`src/rtl/vga_scan_gen.sv`:
```
// vga_scan_gen: VGA raster scan generator for the Doodle Jump video pipeline.
// Divides the system clock down to the pixel rate and drives the DrawX/DrawY
// coordinates. Registers the color mapper reply one pixel later, together with
// aligned sync and blank. Also provides a per-frame strobe and frame counter.
module vga_scan_gen #(
  parameter int H_VISIBLE = 640,
  parameter int H_FP      = 16,
  parameter int H_SYNC    = 96,
  parameter int H_BP      = 48,
  parameter int V_VISIBLE = 480,
  parameter int V_FP      = 10,
  parameter int V_SYNC    = 2,
  parameter int V_BP      = 33,
  parameter int CLK_DIV   = 2
) (
  input  logic       Clk,
  input  logic       Reset_n,
  input  logic [7:0] Red_in,
  input  logic [7:0] Green_in,
  input  logic [7:0] Blue_in,
  output logic [9:0] DrawX,
  output logic [9:0] DrawY,
  output logic       pix_en,
  output logic       VGA_HS,
  output logic       VGA_VS,
  output logic       VGA_BLANK_N,
  output logic [7:0] VGA_R,
  output logic [7:0] VGA_G,
  output logic [7:0] VGA_B,
  output logic       frame_start,
  output logic [7:0] frame_cnt
);

  localparam int DIV_W = $clog2(CLK_DIV);
  localparam logic [DIV_W-1:0] DIV_LAST = DIV_W'(CLK_DIV - 1);

  localparam logic [9:0] H_VIS        = 10'(H_VISIBLE);
  localparam logic [9:0] H_SYNC_START = 10'(H_VISIBLE + H_FP);
  localparam logic [9:0] H_SYNC_END   = 10'(H_VISIBLE + H_FP + H_SYNC);
  localparam logic [9:0] H_LAST       = 10'(H_VISIBLE + H_FP + H_SYNC + H_BP - 1);
  localparam logic [9:0] V_VIS        = 10'(V_VISIBLE);
  localparam logic [9:0] V_SYNC_START = 10'(V_VISIBLE + V_FP);
  localparam logic [9:0] V_SYNC_END   = 10'(V_VISIBLE + V_FP + V_SYNC);
  localparam logic [9:0] V_LAST       = 10'(V_VISIBLE + V_FP + V_SYNC + V_BP - 1);

  logic [DIV_W-1:0] div_cnt_q, div_cnt_d;
  logic             pix_en_q, pix_en_d;
  logic [9:0]       hc_q, hc_d;
  logic [9:0]       vc_q, vc_d;
  logic             hs_q, hs_d;
  logic             vs_q, vs_d;
  logic             blank_n_q, blank_n_d;
  logic [7:0]       red_q, red_d;
  logic [7:0]       green_q, green_d;
  logic [7:0]       blue_q, blue_d;
  logic             frame_start_q, frame_start_d;
  logic [7:0]       frame_cnt_q, frame_cnt_d;
  logic             visible;

  assign visible = (hc_q < H_VIS) && (vc_q < V_VIS);

  // Pixel-rate divider; pix_en is registered so it is high while div_cnt sits at its last value.
  always_comb begin
    div_cnt_d = (div_cnt_q == DIV_LAST) ? '0 : div_cnt_q + 1'b1;
    pix_en_d  = (div_cnt_d == DIV_LAST);
  end

  // Raster counters step once per pixel period and run straight through blanking.
  always_comb begin
    hc_d = hc_q;
    vc_d = vc_q;
    if (pix_en_q) begin
      if (hc_q == H_LAST) begin
        hc_d = '0;
        vc_d = (vc_q == V_LAST) ? '0 : vc_q + 10'd1;
      end else begin
        hc_d = hc_q + 10'd1;
      end
    end
  end

  // Output stage captures sync/blank/color for the pixel being left, one pixel behind DrawX/DrawY.
  always_comb begin
    hs_d      = hs_q;
    vs_d      = vs_q;
    blank_n_d = blank_n_q;
    red_d     = red_q;
    green_d   = green_q;
    blue_d    = blue_q;
    if (pix_en_q) begin
      hs_d      = !((hc_q >= H_SYNC_START) && (hc_q < H_SYNC_END));
      vs_d      = !((vc_q >= V_SYNC_START) && (vc_q < V_SYNC_END));
      blank_n_d = visible;
      red_d     = visible ? Red_in   : 8'd0;
      green_d   = visible ? Green_in : 8'd0;
      blue_d    = visible ? Blue_in  : 8'd0;
    end
  end

  // Frame strobe fires in the first cycle that shows (0, V_VISIBLE); the count bumps as it ends.
  always_comb begin
    frame_start_d = pix_en_q && (hc_d == 10'd0) && (vc_d == V_VIS);
    frame_cnt_d   = frame_start_q ? frame_cnt_q + 8'd1 : frame_cnt_q;
  end

  // State registers with asynchronous active-low reset.
  always_ff @(posedge Clk or negedge Reset_n) begin
    if (!Reset_n) begin
      div_cnt_q     <= '0;
      pix_en_q      <= 1'b0;
      hc_q          <= '0;
      vc_q          <= '0;
      hs_q          <= 1'b1;
      vs_q          <= 1'b1;
      blank_n_q     <= 1'b0;
      red_q         <= '0;
      green_q       <= '0;
      blue_q        <= '0;
      frame_start_q <= 1'b0;
      frame_cnt_q   <= '0;
    end else begin
      div_cnt_q     <= div_cnt_d;
      pix_en_q      <= pix_en_d;
      hc_q          <= hc_d;
      vc_q          <= vc_d;
      hs_q          <= hs_d;
      vs_q          <= vs_d;
      blank_n_q     <= blank_n_d;
      red_q         <= red_d;
      green_q       <= green_d;
      blue_q        <= blue_d;
      frame_start_q <= frame_start_d;
      frame_cnt_q   <= frame_cnt_d;
    end
  end

  assign DrawX       = hc_q;
  assign DrawY       = vc_q;
  assign pix_en      = pix_en_q;
  assign VGA_HS      = hs_q;
  assign VGA_VS      = vs_q;
  assign VGA_BLANK_N = blank_n_q;
  assign VGA_R       = red_q;
  assign VGA_G       = green_q;
  assign VGA_B       = blue_q;
  assign frame_start = frame_start_q;
  assign frame_cnt   = frame_cnt_q;

endmodule

```
`config.mk`:
```
export PLATFORM = sky130hd
export DESIGN_NAME = vga_scan_gen
export DESIGN_NICKNAME = d
export VERILOG_FILES = /design/src/rtl/vga_scan_gen.sv
export SDC_FILE = /design/constraint.sdc
export NUM_CORES = 1
export LEC_CHECK = 0
export BUFFER_PORTS_ARGS = -buffer_cell sky130_fd_sc_hd__clkbuf_2
export CAP_MARGIN = 20
export CORE_UTILIZATION = 25
export CTS_CLUSTER_DIAMETER = 120
export DETAILED_ROUTE_END_ITERATION = 8
export SLEW_MARGIN = 25
export SYNTH_ARGS = -nofsm -noshare
export SYNTH_HDL_FRONTEND = slang
export SYNTH_SLANG_ARGS = --single-unit
```
`constraint.sdc`:
```
create_clock -name Clk -period 2.4 [get_ports Clk]
set_clock_uncertainty 0.15 [all_clocks]
set_input_delay 0.48 -clock Clk [delete_from_list [all_inputs] [get_ports Clk]]
set_output_delay 0.48 -clock Clk [all_outputs]
set_load 0.005 [all_outputs]
```
# Yosys cells after proc, flatten, opt, wreduce, memory -nomap -nowiden
# Index checks and enable logic that the tools add are counted.
[word_totals] regBits=57 inputBits=26
[op_classes] reduce_logical=8 n_lt_le_gt_ge=6 mux=9 eq_ne=3 addsub=4
[ops] operator="two-way mux 10 bit" n=5
[ops] operator="two-way mux 8 bit" n=3
[ops] operator="adder 10 x 1 -> 10 bit (second input constant)" n=2
[ops] operator="== test 10 bit (second input constant)" n=2
[ops] operator="< comparator 10 bit (second input constant)" n=2
[ops] operator="< comparator 10 x 9 -> 1 bit (second input constant)" n=2
[ops] operator="== test 10 x 9 -> 1 bit (second input constant)" n=1
[ops] operator="greater-or-equal comparator 10 bit (second input constant)" n=1
[ops] operator="greater-or-equal comparator 10 x 9 -> 1 bit (second input constant)" n=1
[ops] operator="logical NOT 10 bit" n=1
[ops] operator="adder 8 x 1 -> 8 bit (second input constant)" n=1
[ops] operator="logical AND 1 bit" n=5
[ops] operator="logical NOT 1 bit" n=2
[ops] operator="adder 1 bit (second input constant)" n=1
[ops] operator="two-way mux 1 bit" n=1

# Depth between registers and ports, before layout
[logic_depth] depth_word=6 depth_mapped=8 mapped_depth_nobuf=8

# Worst setup path before layout
# Ideal clock, no wire load.
[synth_path] kind="flip-flop to flip-flop" startpoint="reg hc_q[6] (netlist: DrawX[6])" endpoint="reg frame_start_q (netlist: frame_start)" path_stages_with_launch=9 path_slack_ns=0.017 t_arrival_ns=2.166 cell_sequence="dfrtp_1 > buf_6 > or3b_4 > or3_1 > buf_6 > mux2i_1 > o221ai_1 > nor4b_2 > o2111a_1"
[synth_between] elab_chain_cells=6 elab_cells_between_ends=10
[synth_lines] item="start, declared" line_no="48" source="logic [9:0] hc_q, hc_d;"
[synth_lines] item="start signal, assigned" line_no="111" source="hc_q <= '0;"
[synth_lines] item="start signal, assigned" line_no="124" source="hc_q <= hc_d;"
[synth_lines] item="adder 10 x 1 -> 10 bit / == test 10 bit (equally long branches)" line_no="77, 73"
[synth_lines] item="two-way mux 10 bit" line_no="73" source="if (hc_q == H_LAST) begin"
[synth_lines] item="two-way mux 10 bit" line_no="72" source="if (pix_en_q) begin"
[synth_lines] item="logical NOT 10 bit" line_no="102" source="frame_start_d = pix_en_q && (hc_d == 10'd0) && (vc_d == V_VIS);"
[synth_lines] item="logical AND 1 bit" line_no="102"
[synth_lines] item="logical AND 1 bit (*)" line_no="102"
[synth_lines] item="via frame_start_d" line_no="56" source="logic frame_start_q, frame_start_d;"
[synth_lines] item="end signal, assigned" line_no="132" source="frame_start_q <= frame_start_d;"
[synth_lines] item="end, declared" line_no="56"
# Mark *: on every way through the listed nets, which the timed path passes. The rest lies on a longest branch.
# A chain may end at the register's enable or synchronous reset.

# Worst setup path in the final report
[layout_path] startpoint="reg vc_q[0] (netlist: DrawY[0])" endpoint="reg frame_start_q (netlist: frame_start)"
[layout_between] elab_chain_cells=6 elab_cells_between_ends=7
[layout_lines] item="start, declared" line_no="49" source="logic [9:0] vc_q, vc_d;"
[layout_lines] item="start signal, assigned" line_no="125" source="vc_q <= vc_d;"
[layout_lines] item="adder 10 x 1 -> 10 bit / == test 10 bit (equally long branches)" line_no="75" source="vc_d = (vc_q == V_LAST) ? '0 : vc_q + 10'd1;"
[layout_lines] item="two-way mux 10 bit" line_no="75"
[layout_lines] item="two-way mux 10 bit" line_no="73"
[layout_lines] item="two-way mux 10 bit (*)" line_no="72"
[layout_lines] item="== test 10 x 9 -> 1 bit (*)" line_no="102"
[layout_lines] item="logical AND 1 bit (*)" line_no="102"
[layout_lines] item="via frame_start_d" line_no="56"
# Marks and branches as above.

==> out/results.txt <==
maximum vdd drop = 0.0003016 V
Slew @ Worst Pin = 930.9 ps
placed inst area = 3407 µm²
CTS tree = yes
Clock Path Buffers = 2
GRT Total Usage = 12.60%
Yosys warning count = 0
Vias/cell = 4.740
Die W = 105.8 µm
Crit. End Element = register
die area = 11,190 µm²
WL final = 7002 µm
power share of the combinational group = 3.7%
antenna fix cells = 0
worst rel slew slack = 37.94%
Final period util = 96.09%
Slew Limit Fails = 0
Max stage delay on crit path = 410 ps
most numerous cell in the Yosys netlist = dfrtp_1
placed cell count = 481
internal power = 1801 µW
H-tree levels = 3
Final WS setup = 93.81 ps
first-pass GRT wire length = 10,950 µm
slowest cell on the critical path = o41ai_2
Mapped Nets = 282
crit-path max FO = 5
# DRC = 0
Gate Count Post-Synth = 251
clock-pin slew on the worst setup and hold paths = 70 ps
core area = 10,370 µm²
top cells by area, synth = dfrtp_1 51%, a22o_1 8.5%, nand2_1 3.1%
HP Class = input port to register
number of max-cap violations = 0
Routed Antenna Nets = 0
largest net degree at the start of global routing = 28
Final nets = 390
Initial DRC Count = 136
Worst EP required = 2520 ps
WS Path Type = register to register
Overflow after GRT = 0
Root Buffer = clkbuf_8
Die H = 105.8 µm
power share of the clock group = 52.0%
Final Instance Count excl. Fillers = 500
Pre-Repair DR Iteration Count = 4
final critical-path required period = 2306 ps
Cell Rows = 37
Commonest cells post-synth = 55 x dfrtp_1, 26 x a22o_1, 22 x nand2_1, 17 x nor2_1
vias = 2,370
Most used DFF post-synth = dfrtp_1
CP Launch Type = register
FFs w/ async S/R, synth = 100.0%
Synth top area share = 51.09%
post-synthesis sequential area ratio = 53.04%
post-synth cell types = 45
Clock Sinks = 57
pwr dens = 601.4 nW/µm²
clock latency on the worst-skew pair = 340 ps
Routed WL per cell = 14.00 µm
Yosys reg bits = 57
hpwl dp = 5198 µm
Final Power = 2246 µW
static leakage = 0.001858 µW
Sw Pwr = 445.2 µW
initial core utilization = 25.98%
Num CTS Buffers = 9
Setup-failing EPs final = 0
Sw Share = 19.82%
vias in the first global route = 2,235
worst endpoint data arrival time = 2430 ps
routability cong. = 0.9571
pre-CTS setup slack = 48.38 ps
share of cells above drive strength 1 = 39.84%
number of synthesized flops with an enable pin = 0
Port Buf Inserts = 82
area leader, netlist = dfrtp_1
IO Pins = 83
critical-path cell list = buf_4, ha_1, nand4_1, o41ai_2, o221ai_1, nor4b_2, o2111a_1
layout overhead on the synthesized area = 38.64%
Syn Area/Cell = 10.73 µm²
final hold violation count = 0
antenna violations before repair = 0
design area = 3735 µm²
run status = completed
Sequential Power Share = 44.2%
final core occ = 36.02%
Mapped Area = 2694 µm²
FMAX = 433.6 MHz
placed cells by master (no fill, tap or decap), types with 2 or more instances in the layout:
cell type / n
o22ai_1: 2
ha_1: 4
clkbuf_8: 12
nand2_1: 22
inv_1: 8
bufinv_16: 3
xor2_1: 9
a22o_1: 26
nor3_1: 12
nand4b_1: 2
nand3_1: 5
o21ai_0: 11
nand4_1: 9
o221ai_1: 2
and3_1: 5
clkbuf_2: 82
buf_4: 29
xnor2_1: 7
dfstp_2: 2
a31oi_1: 6
mux2_2: 2
nor2_1: 17
and2_1: 2
dfrtp_1: 54
a211oi_1: 2
a21oi_1: 2
per-stage QoR:
stage	TNS (ps)	hold slack, ps
after floorplan	0	34.41
after global placement	0	293.6
after detailed placement	0	301.4
after CTS	0	185.7
after global routing	-57.33	198.8
final	0	204.5
area by class of cell:
cell class / count / area (µm²)
Sequential cell: 57 / 1430
Tap cell: 136 / 170.2
Clock inverter: 4 / 97.59
Clock buffer: 12 / 165.2
Multi-Input combinational cell: 170 / 1192
Inverter: 8 / 30.03
Fill cell: 1084 / 6635
Timing Repair Buffer: 113 / 649.4
worst paths after layout:
path	from	to	slack, ps	depth (start not counted)
worst max-delay path	DrawY[0]	frame_start	90	7
worst min-delay path	Red_in[2]	VGA_R[2]	200	2
worst max register to register	DrawY[0]	frame_start	90	7
worst min register to register	frame_cnt[7]	frame_cnt[7]	330	1
max in group asynchronous	Reset_n	VGA_G[7]	980	3
min in group asynchronous	Reset_n	DrawX[7]	460	2
metal layers:
metal	track usage [%]	vias up	wire length [µm]
met4	5.556	0	197
met3	3.401	15	269
met1	16.10	1170	3199
met5	0	-	0
met2	19.89	58	3336
li1	-	1127	-
what timing repair did:
item / in CTS / in global routing
hold buffers: 1 / 0
endpoints found under the hold margin: 13 / 0
gates resized for setup: 0 / 8
endpoints found under the setup margin: 0 / 1
buffers inserted: 0 / 2
registers in the layout, indices dropped and copies added (netlist names):
register / cells
frame_cnt: 8
VGA_HS: 1
frame_start: 1
VGA_R: 8
pix_en: 1
DrawY: 10
VGA_G: 8
VGA_B: 8
DrawX: 10
VGA_VS: 1
VGA_BLANK_N: 1
power groups by stage:
stage | clock network [µW] | registers [µW] | logic (µW)
after global routing | 1240 | 995 | 95.1
after floorplan | 0 | 1010 | 17.5
after global placement | 0 | 1010 | 84.9
after detailed placement | 0 | 1010 | 86.5
after CTS | 1200 | 994 | 87.3
final | 1170 | 994 | 83.8
logic make-up (layout without fill, tap and decap cells):
| group | after synthesis | after routing | share of synthesized area, % |
|---|---|---|---|
| adders and majority gates | 5 | 5 | 2.322 |
| muxes | 3 | 3 | 1.208 |
| and+or+nand+nor | 86 | 86 | 17.14 |
| xor gates and xnor gates | 17 | 17 | 5.806 |
| DFF | 57 | 57 | 53.04 |
| buffers and inverters | 24 | 137 | 3.994 |
| AOI/OAI and AO/OA | 59 | 59 | 16.49 |
critical path: cells and delay by family, from the launching register on:
kind | cells | cell delay (ps)
AOI/OAI and AO/OA | 3 | 820
buffers and inverters | 1 | 120
and+or+nand+nor | 2 | 550
DFF | 1 | 390
adders and majority gates | 1 | 220
(Power assumes the default switching activity.)
